$ cat src/rtl/output_port_arbiter_if.sv
// Request/grant bundle between the input routers and one output-port arbiter.
// The arbiter side uses the slave modport; the router side uses master.
interface output_port_arbiter_if #(
  parameter int N_INPUTS = 5,
  parameter int CNT_W    = 16
);
  logic [N_INPUTS-1:0] req_i;
  logic [N_INPUTS-1:0] tail_i;
  logic                out_ready_i;
  logic [N_INPUTS-1:0] grant_o;
  logic [2:0]          owner_o;
  logic                locked_o;
  logic                fire_o;
  logic                stall_o;
  logic [CNT_W-1:0]    pkt_cnt_o;

  modport master (
    output req_i, tail_i, out_ready_i,
    input  grant_o, owner_o, locked_o, fire_o, stall_o, pkt_cnt_o
  );

  modport slave (
    input  req_i, tail_i, out_ready_i,
    output grant_o, owner_o, locked_o, fire_o, stall_o, pkt_cnt_o
  );
endinterface

$ cat src/rtl/output_port_arbiter.sv
// Round-robin wormhole arbiter for one router output port: locks the port to
// one input from head flit to tail flit, then rotates priority past the owner.
//
// state  | meaning
// IDLE   | port free; arbitrate among req_i starting at rr_ptr
// LOCKED | port held by owner until its tail flit transfers
module output_port_arbiter #(
  parameter int N_INPUTS  = 5,
  parameter int STALL_MAX = 255,
  parameter int CNT_W     = 16
) (
  input logic                 clk,
  input logic                 arst,
  output_port_arbiter_if.slave bus
);

  localparam logic [15:0] STALL_LIM = 16'(STALL_MAX);
  localparam logic [2:0]  LAST_IDX  = 3'(N_INPUTS - 1);
  localparam logic [3:0]  N_WRAP    = 4'(N_INPUTS);

  typedef enum logic {IDLE, LOCKED} state_t;

  state_t              state_q, state_d;
  logic [N_INPUTS-1:0] grant_q, grant_d;
  logic [2:0]          owner_q, owner_d;
  logic [2:0]          rr_q, rr_d;
  logic [CNT_W-1:0]    pkt_q, pkt_d;
  logic [15:0]         stall_cnt_q, stall_cnt_d;
  logic                stall_q, stall_d;
  logic [2:0]          winner;
  logic                found;
  logic                fire;

  // First requester at or after rr_ptr, wrapping at the last input.
  always_comb begin
    logic [3:0] sum;
    winner = '0;
    found  = 1'b0;
    sum    = '0;
    for (int k = 0; k < N_INPUTS; k++) begin
      sum = {1'b0, rr_q} + 4'(k);
      if (sum >= N_WRAP) sum = sum - N_WRAP;
      if (!found && bus.req_i[sum[2:0]]) begin
        found  = 1'b1;
        winner = sum[2:0];
      end
    end
  end

  assign fire = (state_q == LOCKED) & bus.req_i[owner_q] & bus.out_ready_i;

  always_comb begin
    state_d     = state_q;
    grant_d     = grant_q;
    owner_d     = owner_q;
    rr_d        = rr_q;
    pkt_d       = pkt_q;
    stall_cnt_d = stall_cnt_q;
    case (state_q)
      IDLE: begin
        stall_cnt_d = '0;
        if (found) begin
          state_d         = LOCKED;
          owner_d         = winner;
          grant_d         = '0;
          grant_d[winner] = 1'b1;
        end
      end
      LOCKED: begin
        if (fire) begin
          stall_cnt_d = '0;
          if (bus.tail_i[owner_q]) begin
            state_d = IDLE;
            grant_d = '0;
            rr_d    = (owner_q == LAST_IDX) ? 3'd0 : owner_q + 3'd1;
            pkt_d   = pkt_q + CNT_W'(1);
          end
        end else if (stall_cnt_q != STALL_LIM) begin
          stall_cnt_d = stall_cnt_q + 16'd1;
        end
      end
      default: state_d = IDLE;
    endcase
    stall_d = (stall_cnt_d == STALL_LIM);
  end

  always_ff @(posedge clk or negedge arst) begin
    if (!arst) begin
      state_q     <= IDLE;
      grant_q     <= '0;
      owner_q     <= '0;
      rr_q        <= '0;
      pkt_q       <= '0;
      stall_cnt_q <= '0;
      stall_q     <= 1'b0;
    end else begin
      state_q     <= state_d;
      grant_q     <= grant_d;
      owner_q     <= owner_d;
      rr_q        <= rr_d;
      pkt_q       <= pkt_d;
      stall_cnt_q <= stall_cnt_d;
      stall_q     <= stall_d;
    end
  end

  assign bus.grant_o   = grant_q;
  assign bus.owner_o   = owner_q;
  assign bus.locked_o  = (state_q == LOCKED);
  assign bus.fire_o    = fire;
  assign bus.stall_o   = stall_q;
  assign bus.pkt_cnt_o = pkt_q;

  a_grant_onehot: assert property (@(posedge clk) disable iff (!arst)
    $onehot0(grant_q));
  a_grant_locked: assert property (@(posedge clk) disable iff (!arst)
    ((grant_q != '0) == (state_q == LOCKED)));
  a_fire_ready: assert property (@(posedge clk) disable iff (!arst)
    (fire |-> bus.out_ready_i));

endmodule

$ cat src/flat_wrapper.sv
// flat-port wrapper written by rule: the top's interface ports become plain ports
module output_port_arbiter_flat 
#(
  parameter int N_INPUTS  = 5,
  parameter int STALL_MAX = 255,
  parameter int CNT_W     = 16
)
  (clk, arst, bus_req_i, bus_tail_i, bus_out_ready_i, bus_grant_o, bus_owner_o, bus_locked_o, bus_fire_o, bus_stall_o, bus_pkt_cnt_o);
  output_port_arbiter_if #(.N_INPUTS(N_INPUTS), .CNT_W(CNT_W)) bus_i ();
  input logic clk;
  input logic arst;
  input wire logic [$bits(bus_i.req_i)-1:0] bus_req_i;
  input wire logic [$bits(bus_i.tail_i)-1:0] bus_tail_i;
  input wire logic [$bits(bus_i.out_ready_i)-1:0] bus_out_ready_i;
  output wire logic [$bits(bus_i.grant_o)-1:0] bus_grant_o;
  output wire logic [$bits(bus_i.owner_o)-1:0] bus_owner_o;
  output wire logic [$bits(bus_i.locked_o)-1:0] bus_locked_o;
  output wire logic [$bits(bus_i.fire_o)-1:0] bus_fire_o;
  output wire logic [$bits(bus_i.stall_o)-1:0] bus_stall_o;
  output wire logic [$bits(bus_i.pkt_cnt_o)-1:0] bus_pkt_cnt_o;
  assign bus_i.req_i = bus_req_i;
  assign bus_i.tail_i = bus_tail_i;
  assign bus_i.out_ready_i = bus_out_ready_i;
  assign bus_grant_o = bus_i.grant_o;
  assign bus_owner_o = bus_i.owner_o;
  assign bus_locked_o = bus_i.locked_o;
  assign bus_fire_o = bus_i.fire_o;
  assign bus_stall_o = bus_i.stall_o;
  assign bus_pkt_cnt_o = bus_i.pkt_cnt_o;
  output_port_arbiter #(.N_INPUTS(N_INPUTS), .STALL_MAX(STALL_MAX), .CNT_W(CNT_W)) u_core (.clk(clk), .arst(arst), .bus(bus_i));
endmodule
$ cat config.mk
export PLATFORM = sky130hd
export DESIGN_NAME = output_port_arbiter_flat
export DESIGN_NICKNAME = d
export VERILOG_FILES = /design/src/rtl/output_port_arbiter_if.sv /design/src/rtl/output_port_arbiter.sv /design/src/flat_wrapper.sv
export SDC_FILE = /design/constraint.sdc
export NUM_CORES = 1
export LEC_CHECK = 0
export CAP_MARGIN = 20
export CORE_MARGIN = 2
export CORE_UTILIZATION = 55
export CTS_BUF_LIST = sky130_fd_sc_hd__clkbuf_2
export DETAILED_ROUTE_END_ITERATION = 16
export HOLD_SLACK_MARGIN = 0.03
export PLACE_DENSITY = 0.9
export SLEW_MARGIN = 25
export SYNTH_ARGS = -nofsm -noshare
export SYNTH_HDL_FRONTEND = slang
export SYNTH_SLANG_ARGS = --single-unit
$ cat constraint.sdc
create_clock -name clk -period 4.8 [get_ports clk]
set_clock_uncertainty 0.15 [all_clocks]
set_input_delay 1.2 -clock clk [delete_from_list [all_inputs] [get_ports clk]]
set_output_delay 1.2 -clock clk [all_outputs]
set_load 0.02 [all_outputs]
After elaboration in Yosys (flattened, before gate mapping)
Index checks and enable logic that the tools add are counted.

storage, ports and cells
  output and inout port bits = 27
  word-level logic and storage cells = 96
  input port bits = 13
  register bits = 45

operators by class
  mux-type cells = 43
  bitwise logic cells = 3
  $add $sub $neg = 12
  equality and inequality tests = 6
  reduce and logical (&&, ||, !) cells = 12
  magnitude comparators = 13

operators with widths
  kind                                                                                 number
  3-bit two-way mux                                                                    11
  16-bit by 1-bit adder with 16-bit output, second input constant                      2
  16-bit two-way mux                                                                   2
  16-bit one-hot mux with 2 select lines                                               1
  3-bit by 4-bit less-than comparator with 1-bit output, second input constant         7
  1-bit binary-select mux with 3-bit select                                            7
  16-bit by 8-bit equality test with 1-bit output, second input constant               1
  4-bit by 3-bit greater-or-equal comparator with 1-bit output, second input constant  4
  1-bit two-way mux                                                                    16
  16-bit by 8-bit != test with 1-bit output, second input constant                     1
  5-bit two-way mux                                                                    3
  3-bit subtractor, second input constant                                              5
  5-bit one-hot mux with 2 select lines                                                1
  3-bit by 2-bit adder with 4-bit output, second input constant                        2
  3-bit AND reduction                                                                  2
  1-bit logical AND                                                                    5
  3-bit by 1-bit adder with 4-bit output, second input constant                        1
  3-bit by 3-bit adder with 4-bit output, second input constant                        1
  1-bit zero test                                                                      4
  2-bit != test, second input constant                                                 2
  3-bit by 1-bit adder with 3-bit output, second input constant                        1
  1-bit demux with 3-bit select                                                        1
  3-bit equality test, second input constant                                           1
  3-bit by 1-bit greater-or-equal comparator with 1-bit output, second input constant  1
  6 further kinds                                                                      7

Logic depth before layout (Yosys ltp)
Gate-level depths: netlist of the first run.

  depth after elaboration = 23
  gate-level depth with buffers = 13
  depth with buffers taken out = 12

Least setup slack after synthesis of the first run
OpenSTA, ideal clock, no wires.

  path type = register -> register
  from = reg u_core.rr_q[0]
  to = reg u_core.grant_q[0], in the netlist u_core.bus.grant_o[0]
  stages on the path, launching flop included = 13
  arrival = 3.213 ns
  clock period less this slack = 3.466 ns
  buffers on the path = 2
  slack = 1.334 ns
  data required time = 4.546 ns
  setup time = 0.104 ns
  cells stage by stage = dfrtp_1 -> buf_6 -> inv_2 -> ha_1 -> ha_1 -> buf_2 -> a211o_1 -> mux2_4 -> or4_4 -> o21ai_4 -> mux2i_1 -> a221o_1 -> o41ai_2

between the ends
  word-level cells in the longest chain between the ends = 23
  elaborated cells on any way between the ends = 56
  those cells by class = add/sub (9); order compare (7); eq/ne (1); mux (29); reduce/logical (10)

RTL lines
  item                                                                             RTL line                    text
  start, declared                                                                  output_port_arbiter.sv:26   logic [2:0] rr_q, rr_d;
  start signal, assigned                                                           output_port_arbiter.sv:100  rr_q <= rr_d;
  branches (longest 23 deep; another with 3-bit by 1-bit adder with 4-bit output)  -
  end signal, assigned                                                             output_port_arbiter.sv:98   grant_q <= grant_d;
  end, declared                                                                    output_port_arbiter.sv:24   logic [N_INPUTS-1:0] grant_q, grant_d;

Several ways; the timed one is not identified. The select of a mux whose other input is x is not followed.
A chain may end at the register's enable or synchronous reset.

Worst setup path in the final report of the first run
  from = in bus_req_i[3]
  to = out bus_fire_o

between the ends
  word-level cells in the longest chain between the ends = 4

RTL lines
  item                                       RTL line                   text
  start, declared                            flat_wrapper.sv:12         input wire logic [$bits(bus_i.req_i)-1:0] bus_req_i;
  1-bit binary-select mux with 3-bit select  output_port_arbiter.sv:50  assign fire = (state_q == LOCKED) & bus.req_i[owner_q] & bus.out_ready_i;
  1-bit two-way mux (implied by the code)    output_port_arbiter.sv:50
  1-bit AND (2 in series)                    output_port_arbiter.sv:50
  end, declared                              flat_wrapper.sv:18         output wire logic [$bits(bus_i.fire_o)-1:0] bus_fire_o;

Every way passes these cells. The select of a mux whose other input is x is not followed.

==> results of run 1 <==
Yosys cell counts, types with 3 or more instances:
library cell,number
dfrtp_1,45
nor4_1,5
a21oi_1,10
nor2_1,29
o31ai_1,3
nand2b_1,3
and3_1,8
xor2_1,14
a211oi_1,4
nor2b_1,5
nor3_1,9
ha_1,12
o22ai_1,3
o211ai_1,3
a31oi_1,5
mux2_2,3
nand4_1,6
nor3b_1,4
nand2_1,31
xnor2_1,21
o21ai_0,8
clkbuf_1,4
nand3b_1,5
a21o_1,5
a22o_1,3
mux2i_1,10
buf_2,4
nand3_1,24
inv_1,12
final cells by class:
type | count | share of cell area, %
Clock buffer | 6 | 0.789
Clock inverter | 2 | 1.02
Inverter | 14 | 1.38
Multi-Input combinational cell | 285 | 54.0
Sequential cell | 45 | 29.6
Tap cell | 75 | 2.47
Timing Repair Buffer | 42 | 10.8
registers in the layout, summed over array words and instances (netlist names):
name,count
u_core.bus.pkt_cnt_o,16
u_core.stall_cnt_q,16
u_core.bus.grant_o,5
u_core.bus.owner_o,3
u_core.rr_q,3
u_core.bus.locked_o,1
u_core.bus.stall_o,1
through the flow:
stage               cell area (sq um)  std cells  power [mW]
finish                           3810        469        2.67
global route                     3810        469        2.88
CTS                              3800        469        2.66
detailed placement               3730        461        2.44
global placement                 3730        461        2.40
floorplan                        3300        356        2.01
worst max path at each step:
stage	from	endpoint	slack [ps]	cells past startpoint
2_1_floorplan	u_core.rr_q[0]$_DFFE_PN0P_	u_core.bus.grant_o[0]$_DFFE_PN0P_	1330	12
3_3_place_gp	bus_req_i[1]	bus_fire_o	350	5
3_5_place_dp	bus_req_i[3]	bus_fire_o	350	5
4_1_cts	bus_req_i[1]	bus_fire_o	330	5
5_1_grt	bus_req_i[4]	bus_fire_o	170	6
6_report	bus_req_i[3]	bus_fire_o	320	5
critical path, stage by stage:
cell             delay [ps]
clkdlybuf4s50_1         540
mux4_2                  560
mux2i_1                 200
nor2_1                   90
clkdlybuf4s50_1         540
per-layer routing:
layer	vias to the layer above	wire length (um)	share of wire (%)	track usage (%)
met5	-	0	0	0
met4	0	113	1.4	8.47
met3	11	515	6.4	4.95
met2	98	3850	48	41.0
met1	1415	3510	44	35.3
li1	1384	-	-	-
power by group through the flow:
stage | clock [mW] | sequential (mW) | combinational, mW
after floorplan | 0 | 0.588 | 1.42
after global placement | 0 | 0.572 | 1.83
after detailed placement | 0 | 0.576 | 1.86
after CTS | 0.220 | 0.570 | 1.87
after global routing | 0.236 | 0.583 | 2.06
final | 0.213 | 0.571 | 1.89
logic make-up after synthesis:
family                   count (synthesis)  share of synthesized area, %
flip-flops                              45                          34.1
adder cells (fa/ha/maj)                 13                          5.15
XOR/XNOR                                35                          9.28
buffers and inverters                   26                          3.71
AND/OR/NAND/NOR                        146                          23.8
multiplexers                            17                          6.21
AO/OA/AOI/OAI                           74                          17.8
==> metrics.md, run 1 <==
| Metric | Value |
|---|---|
| Status | finished clean |
| Commonest non-fill, non-tap cell in the layout | dfrtp_1 |
| Clock Power Share | 8.0% |
| DRT Wirelength | 7990 um |
| CTS root buf | clkbuf_2 |
| Avg Cell Area, Syn | 9.28 sq um |
| Area share of the largest cell type after synthesis | 34.1% |
| Syn-to-layout area delta | 15.2% |
| CTS resizes | 0 |
| Critical R2R Capture | u_core.bus.grant_o[0]$_DFFE_PN0P_ |
| Post-synth top area cell | dfrtp_1 |
| DR iter-0 viols | 256 |
| Crit path DAT | 3130 ps |
| Peak Freq | 223 MHz |
| Net Sw Frac | 50.6% |
| Hold_sp | u_core.bus.pkt_cnt_o[15]$_DFFE_PN0P_ |
| RSZ-0062 raised after global routing | no |
| Total grt overflow | 0 |
| Filler instances | 474 |
| Initial Utilization | 56.5% |
| Sw power | 1.35 mW |
| CP Max Fanout | 8 |
| Synth warnings | 0 |
| Fin crit period | 4480 ps |
| Final period util | 93.4% |
| Reg2reg start | u_core.rr_q[1]$_DFFE_PN0P_ |
| Register area | 1130 sq um |
| R2R depth | 10 |
| TritonCTS clock tree | yes |
| Clock-pin transition on the worst setup and hold timing paths | 240 ps |
| Port Buf Inserts | 39 |
| CP endpoint kind | output pin |
| Initial antenna violation count | 0 |
| Syn Nets | 382 |
| Row cnt | 28 |
| CTS Hold Bufs | 0 |
| Flops & latches, synth | 45 |
| Power per cell area | 702 nW/um^2 |
| P_int | 1.32 mW |
| Commonest non-fill, non-tap cells in the layout | dfrtp_1, clkdlybuf4s50_1, nand2_1 |
| Core area | 5850 sq um |
| Gate Count Post-Synth | 356 |
| Worst path required time | 3450 ps |
| First-pass GRT wire length | 13300 um |
| Wire per inst | 17.0 um |
| Routed Antenna Nets | 0 |
| Drt first pass iters | 4 |
| CTS sink cnt | 45 |
| Die height | 81.5 um |
| Total track usage | 25.7% |
| Async set or reset register ratio after synthesis | 100% |
| Setup TNS | 0 ps |
| HP Class | register to register |
| Max-slew headroom | 49.6% |
| Routed vias/inst | 6.20 |
| Hold Fails Final Rpt | 0 |
| Post-CTS Setup Inserts | 0 |
| Peak VDD IR | 0.379 mV |
| Hold path cells | 1 |
| Sequential element share of the synthesized area | 34.1% |
| Cell Area, Synth | 3300 sq um |
| Area of the multi-input gates | 2050 sq um |
| R2r setup slk | 900 ps |
| TritonCTS Buffers | 5 |
| Worst-Skew Late Latency | 420 ps |
| Fin nets | 419 |
| Worst setup SP type | input pin |
| Global placement routability congestion | 0.909 |
| Final setup viols | 0 |
| Setup WS post-layout | 315 ps |
| Die X | 81.5 um |
| Vias in the first global route | 2799 |
| Final Util | 65.1% |
| Detail Placement HPWL | 5920 um |
| Layout cells sized above 1 | 10.2% |
| H-tree levels | 2 |
| Ys flop type | dfrtp_1 |
| Die area | 6640 sq um |
| Drt drc | 0 |
| Hold_ws | 348 ps |
| Power share of the sequential group | 21.4% |
| Ranking of synthesized cells by area | dfrtp_1, xnor2_1, ha_1 |
| Setup WS pre-CTS | 345 ps |
| Final count of pins violating max slew | 0 |
| Via count | 2908 |
| Logic pwr share | 70.6% |
| Setup CP Type | input pin to output pin |
| Clk buf depth | 2 |
| N_diodes | 0 |
| Max Cap Violations | 0 |
| Pin count of the biggest net entering global routing | 46 |
| Distinct cell type count after synthesis | 72 |
| Slew of the pin with the lowest slew margin | 750 ps |
| EDFF count, synth | 0 |
| P_leak | 1.61 nW |
| Num ports | 40 |
| Worst Hold End | u_core.bus.pkt_cnt_o[15]$_DFFE_PN0P_ |
No activity file was read; power rests on OpenSTA's default activity.
==> run 2: changes to the inputs <==
==> constraint.sdc (replaced) <==
create_clock -name clk -period 4.15 [get_ports clk]
set_clock_uncertainty 0.15 [all_clocks]
set_input_delay 1.0375 -clock clk [delete_from_list [all_inputs] [get_ports clk]]
set_output_delay 1.0375 -clock clk [all_outputs]
set_load 0.1 [all_outputs]
==> metrics.md, run 2 (synthesized netlist as in run 1, its figures left out) <==
| Metric | Value |
|---|---|
| Status | finished clean |
| CTS root buf | clkbuf_2 |
| Routed Antenna Nets | 0 (unchanged) |
| Detail Placement HPWL | 6180 um (+4.5%) |
| Global placement routability congestion | 0.898 (-1.2%) |
| Placed cells | 467 (+1.3%) |
| Finished layout cell area | 3860 sq um (+1.3%) |
| Worst path slowest cell | mux4_2 |
| First-pass GRT wire length | 13600 um (+2.3%) |
| Max Cap Violations | 0 (unchanged) |
| Port Buf Inserts | 39 (unchanged) |
| Vias in the first global route | 2876 (+2.8%) |
| Peak VDD IR | 0.688 mV (+82%) |
| Hold Fails Final Rpt | 0 (unchanged) |
| CTS Hold Bufs | 0 (unchanged) |
| Total grt overflow | 0 (unchanged) |
| Pin count of the biggest net entering global routing | 46 (unchanged) |
| Worst setup SP type | input pin |
| DRT Wirelength | 8190 um (+2.4%) |
| Post-CTS Setup Inserts | 0 (unchanged) |
| P_leak | 1.65 nW (+2.3%) |
| Reg2reg start | u_core.rr_q[0]$_DFFE_PN0P_ |
| R2R depth | 11 (+1) |
| Critical R2R Capture | u_core.bus.grant_o[0]$_DFFE_PN0P_ |
| Fin nets | 425 (+1.4%) |
| Clock-pin transition on the worst setup and hold timing paths | 210 ps (-30 ps) |
| Row cnt | 28 (unchanged) |
| Area after DPL | 3780 sq um (+1.3%) |
| HP Class | register to register |
| RSZ-0062 raised after global routing | no |
| Final period util | 94.2% |
| Clk buf depth | 2 (unchanged) |
| Syn-to-layout area delta | 16.7% |
| CP Max Fanout | 6 (-2) |
| Setup CP Type | input pin to output pin |
| Commonest non-fill, non-tap cells in the layout | dfrtp_1, clkdlybuf4s50_1, nand2_1 |
| CP startpoint | bus_req_i[0] |
| Drt drc | 0 (unchanged) |
| Drt first pass iters | 4 (unchanged) |
| Bufs and invs on worst path | 2 (unchanged) |
| Via count | 2982 (+2.5%) |
| Final non-filler cell total | 475 (+1.3%) |
| CTS resizes | 0 (unchanged) |
| Filler instances | 471 (-0.63%) |
| Fin crit period | 3910 ps |
| Layout cells sized above 1 | 12.3% (+2.1 points) |
| Levels on crit path | 5 (unchanged) |
| Crit-path leading delay family | multiplexers |
| DR iter-0 viols | 259 (+1.2%) |
| Routed vias/inst | 6.28 (+1.2%) |
| Die height | 81.5 um (unchanged) |
| Initial Utilization | 56.5% (unchanged) |
| Max-slew headroom | 33.2% (-16 points) |
| Worst-Skew Late Latency | 410 ps (about the same) |
| Final setup viols | 0 (unchanged) |
| Final count of pins violating max slew | 0 (unchanged) |
| Crit path DAT | 2720 ps (-410 ps) |
| CTS sink cnt | 45 (unchanged) |
| Worst path required time | 2960 ps (-490 ps) |
| R2r setup slk | 400 ps (-500 ps) |
| Wire per inst | 17.2 um (+1.1%) |
| Power Total | 3.44 mW (+29%) |
| CP endpoint kind | output pin |
| H-tree levels | 2 (unchanged) |
| Setup TNS | 0 ps (unchanged) |
| N_diodes | 0 (unchanged) |
| CP Cell Sequence | clkdlybuf4s50_1, mux4_2, mux2i_1, nor2_1, buf_12 |
| Total track usage | 26.5% (+0.80 points) |
| Die X | 81.5 um (unchanged) |
| Worst setup path end | bus_fire_o |
| Die area | 6640 sq um (unchanged) |
| TritonCTS clock tree | yes |
| Commonest non-fill, non-tap cell in the layout | dfrtp_1 |
| Slew of the pin with the lowest slew margin | 999 ps (+249 ps) |
| Core area | 5850 sq um (unchanged) |
| CP peak stage delay | 540 ps (-20 ps) |
| Power per cell area | 893 nW/um^2 (+27%) |
| Initial antenna violation count | 0 (unchanged) |
| Peak Freq | 256 MHz |
| TritonCTS Buffers | 5 (unchanged) |
| Num ports | 40 (unchanged) |
[run 2: cell count changes in the layout (fill, tap and decap cells not counted)]
| cell | change |
|---|---|
| clkdlybuf4s50_1 | -3 |
| buf_12 | +1 |
| buf_4 | +8 |
[run 2: area by class of cell]
cell class / instances / area [sq um] / area share (%)
clock buffers: 6 / 30.0 / 0.779
clock inverters: 2 / 38.8 / 1.01
inverters: 14 / 52.6 / 1.36
multi-input cells: 285 / 2050 / 53.3
flip-flops and latches: 45 / 1130 / 29.2
well taps: 75 / 93.8 / 2.43
repair buffers: 48 / 460 / 11.9
[run 2: worst min path at each step]
stage	from	to	slack, ps	cells after the start
2_1_floorplan	u_core.stall_cnt_q[7]$_DFF_PN0_	u_core.stall_cnt_q[7]$_DFF_PN0_	380	2
4_1_cts	u_core.bus.pkt_cnt_o[5]$_DFFE_PN0P_	u_core.bus.pkt_cnt_o[5]$_DFFE_PN0P_	360	1
5_1_grt	u_core.bus.pkt_cnt_o[8]$_DFFE_PN0P_	u_core.bus.pkt_cnt_o[8]$_DFFE_PN0P_	380	1
6_report	u_core.bus.pkt_cnt_o[8]$_DFFE_PN0P_	u_core.bus.pkt_cnt_o[8]$_DFFE_PN0P_	360	1
3_5_place_dp	u_core.bus.pkt_cnt_o[11]$_DFFE_PN0P_	u_core.bus.pkt_cnt_o[11]$_DFFE_PN0P_	330	1
3_3_place_gp	u_core.bus.pkt_cnt_o[15]$_DFFE_PN0P_	u_core.bus.pkt_cnt_o[15]$_DFFE_PN0P_	320	1
[run 2: metal layers]
metal / vias up / track usage, % / wire length, um
met5: - / 0 / 0
met4: 0 / 6.61 / 128
met3: 14 / 5.05 / 510
met2: 119 / 43.6 / 4000
met1: 1452 / 36.2 / 3550
li1: 1397 / - / -
[run 2: power breakdown]
group | internal (mW) | leakage (nW) | switching (mW) | total (mW)
Combinational | 0.940 | 0.999 | 1.61 | 2.55
Clock | 0.106 | 0.0432 | 0.140 | 0.246
Sequential | 0.520 | 0.604 | 0.130 | 0.650
[run 2: metrics by stage]
| stage | hold slack [ps] | util, % | worst slack [ps] |
|---|---|---|---|
| 3_3_place_gp | 319 | 64.7 | 337 |
| 4_1_cts | 362 | 65.9 | 274 |
| 2_1_floorplan | 375 | - | 156 |
| 6_report | 355 | 65.9 | 242 |
| 3_5_place_dp | 331 | 64.7 | 282 |
| 5_1_grt | 377 | 65.9 | 171 |
==> run 3: changes to the inputs <==
==> constraint.sdc (replaced) <==
create_clock -name clk -period 4.8 [get_ports clk]
set_clock_uncertainty 0.15 [all_clocks]
set_input_delay 1.2 -clock clk [delete_from_list [all_inputs] [get_ports clk]]
set_output_delay 1.2 -clock clk [all_outputs]
set_load 0.1 [all_outputs]
==> metrics.md, run 3 (synthesized netlist as in run 1, its figures left out) <==
| Metric | Value |
|---|---|
| HP Class | register to register |
| Max Cap Violations | 0 (unchanged) |
| DR iter-0 viols | 231 (-11%) |
| Sw power | 1.64 mW (-12%) |
| Die X | 81.5 um (unchanged) |
| Final non-filler cell total | 469 (-1.3%) |
| CTS resizes | 0 (unchanged) |
| N_diodes | 0 (unchanged) |
| Syn-to-layout area delta | 15.5% |
| Global placement routability congestion | 0.974 (+8.5%) |
| CP Max Fanout | 8 (+2) |
| Port Buf Inserts | 39 (unchanged) |
| Hold_ws | 363 ps (+7.37 ps) |
| Commonest non-fill, non-tap cell in the layout | dfrtp_1 |
| Hold Fails Final Rpt | 0 (unchanged) |
| R2R depth | 10 (-1) |
| Crit path DAT | 2800 ps (+80 ps) |
| Clock Power Share | 7.4% (+0.3 points) |
| Reg2reg start | u_core.rr_q[1]$_DFFE_PN0P_ |
| Peak VDD IR | 0.552 mV (-20%) |
| Total grt overflow | 0 (unchanged) |
| TritonCTS Buffers | 5 (unchanged) |
| Detail Placement HPWL | 5990 um (-3.1%) |
| Power share of the sequential group | 19.4% (+0.5 points) |
| Peak Freq | 241 MHz |
| Die height | 81.5 um (unchanged) |
| RSZ-0062 raised after global routing | no |
| Worst setup path end | bus_fire_o |
| Commonest non-fill, non-tap cells in the layout | dfrtp_1, clkdlybuf4s50_1, nand2_1 |
| Final period util | 86.4% |
| Pin count of the biggest net entering global routing | 46 (unchanged) |
| Clock-pin transition on the worst setup and hold timing paths | 230 ps (+20 ps) |
| H-tree levels | 2 (unchanged) |
| Drt first pass iters | 5 (+1) |
| Layout cells sized above 1 | 10.4% (-1.8 points) |
| Setup TNS | 0 ps (unchanged) |
| Total track usage | 26.5% (-0.061 points) |
| Slew of the pin with the lowest slew margin | 1010 ps (+15.1 ps) |
| Worst setup SP type | input pin |
| Routed vias/inst | 6.33 (+0.91%) |
| Final setup viols | 0 (unchanged) |
| CTS sink cnt | 45 (unchanged) |
| Core area | 5850 sq um (unchanged) |
| Clk buf depth | 2 (unchanged) |
| Initial antenna violation count | 0 (unchanged) |
| Die area | 6640 sq um (unchanged) |
| CP endpoint kind | output pin |
| CP startpoint | bus_req_i[1] |
| Row cnt | 28 (unchanged) |
| Net Sw Frac | 55.4% (+0.85 points) |
| Initial Utilization | 56.5% (unchanged) |
| DRT Wirelength | 8250 um (+0.79%) |
| Setup CP Type | input pin to output pin |
| P_leak | 1.62 nW (-1.9%) |
| Wire per inst | 17.6 um (+2.1%) |
| Routed Antenna Nets | 0 (unchanged) |
| Status | finished clean |
| Num ports | 40 (unchanged) |
| Logic pwr share | 73.2% (-0.8 points) |
| Fin crit period | 4150 ps |
| Via count | 2971 (-0.37%) |
| Power per cell area | 778 nW/um^2 (-13%) |
| Worst path required time | 3450 ps (+490 ps) |
| CTS root buf | clkbuf_2 |
| Max-slew headroom | 32.2% (-1.0 points) |
| Post-CTS Setup Inserts | 0 (unchanged) |
| Fin nets | 419 (-1.4%) |
| First-pass GRT wire length | 13600 um (-0.25%) |
| Critical R2R Capture | u_core.bus.grant_o[0]$_DFFE_PN0P_ |
| Placed cells | 461 (-1.3%) |
| P_int | 1.33 mW (-15%) |
| R2r setup slk | 930 ps (+530 ps) |
| Drt drc | 0 (unchanged) |
| Final count of pins violating max slew | 0 (unchanged) |
| Worst-Skew Late Latency | 420 ps (about the same) |
| TritonCTS clock tree | yes |
| Vias in the first global route | 2898 (+0.76%) |
| CTS Hold Bufs | 0 (unchanged) |
## run 3: changes by cell type in the layout (fill, tap and decap cells not counted)
cell             change
buf_4                -8
clkdlybuf4s50_1      +2
## run 3: how the worst min path moves through the flow
stage	endpoint	from	slack, ps	depth (start not counted)
after floorplan	u_core.stall_cnt_q[7]$_DFF_PN0_	u_core.stall_cnt_q[7]$_DFF_PN0_	380	2
after global placement	u_core.bus.pkt_cnt_o[15]$_DFFE_PN0P_	u_core.bus.pkt_cnt_o[15]$_DFFE_PN0P_	320	1
after detailed placement	u_core.bus.pkt_cnt_o[13]$_DFFE_PN0P_	u_core.bus.pkt_cnt_o[13]$_DFFE_PN0P_	330	1
after CTS	u_core.bus.pkt_cnt_o[5]$_DFFE_PN0P_	u_core.bus.pkt_cnt_o[5]$_DFFE_PN0P_	360	1
after global routing	u_core.bus.pkt_cnt_o[8]$_DFFE_PN0P_	u_core.bus.pkt_cnt_o[8]$_DFFE_PN0P_	390	1
final	u_core.bus.pkt_cnt_o[5]$_DFFE_PN0P_	u_core.bus.pkt_cnt_o[5]$_DFFE_PN0P_	360	1
## run 3: layout make-up
class / count / area, sq um
well taps: 75 / 93.8
inverters: 14 / 52.6
fillers: 439 / 2030
repair buffers: 42 / 420
clock inverters: 2 / 38.8
clock buffers: 6 / 30.0
multi-input cells: 285 / 2050
flip-flops and latches: 45 / 1130
## run 3: metal layers
metal	track usage [%]	up-vias	wire [um]
met1	34.7	1426	3570
met2	42.4	134	3850
met5	0	-	0
met4	8.98	0	170
met3	7.03	23	663
li1	-	1388	-
## run 3: through the flow
stage / power (mW) / util (%) / area [sq um] / setup WS [ps]
2_1_floorplan: 2.28 / - / 3300 / 567
3_3_place_gp: 2.68 / 64.0 / 3740 / 682
3_5_place_dp: 2.72 / 64.0 / 3740 / 690
4_1_cts: 2.95 / 65.2 / 3810 / 672
5_1_grt: 3.18 / 65.2 / 3820 / 517
6_report: 2.97 / 65.2 / 3820 / 651
## run 3: power by group through the flow
stage	clock [mW]	sequential (mW)	combinational, mW
3_5_place_dp	0	0.580	2.14
6_report	0.220	0.577	2.17
2_1_floorplan	0	0.836	1.44
3_3_place_gp	0	0.574	2.10
5_1_grt	0.236	0.590	2.35
4_1_cts	0.222	0.574	2.15
## run 3: critical path: stages
cell and delay [ps]:
clkdlybuf4s50_1 550, mux4_2 560, mux2i_1 200, nor2_1 110, buf_12 180
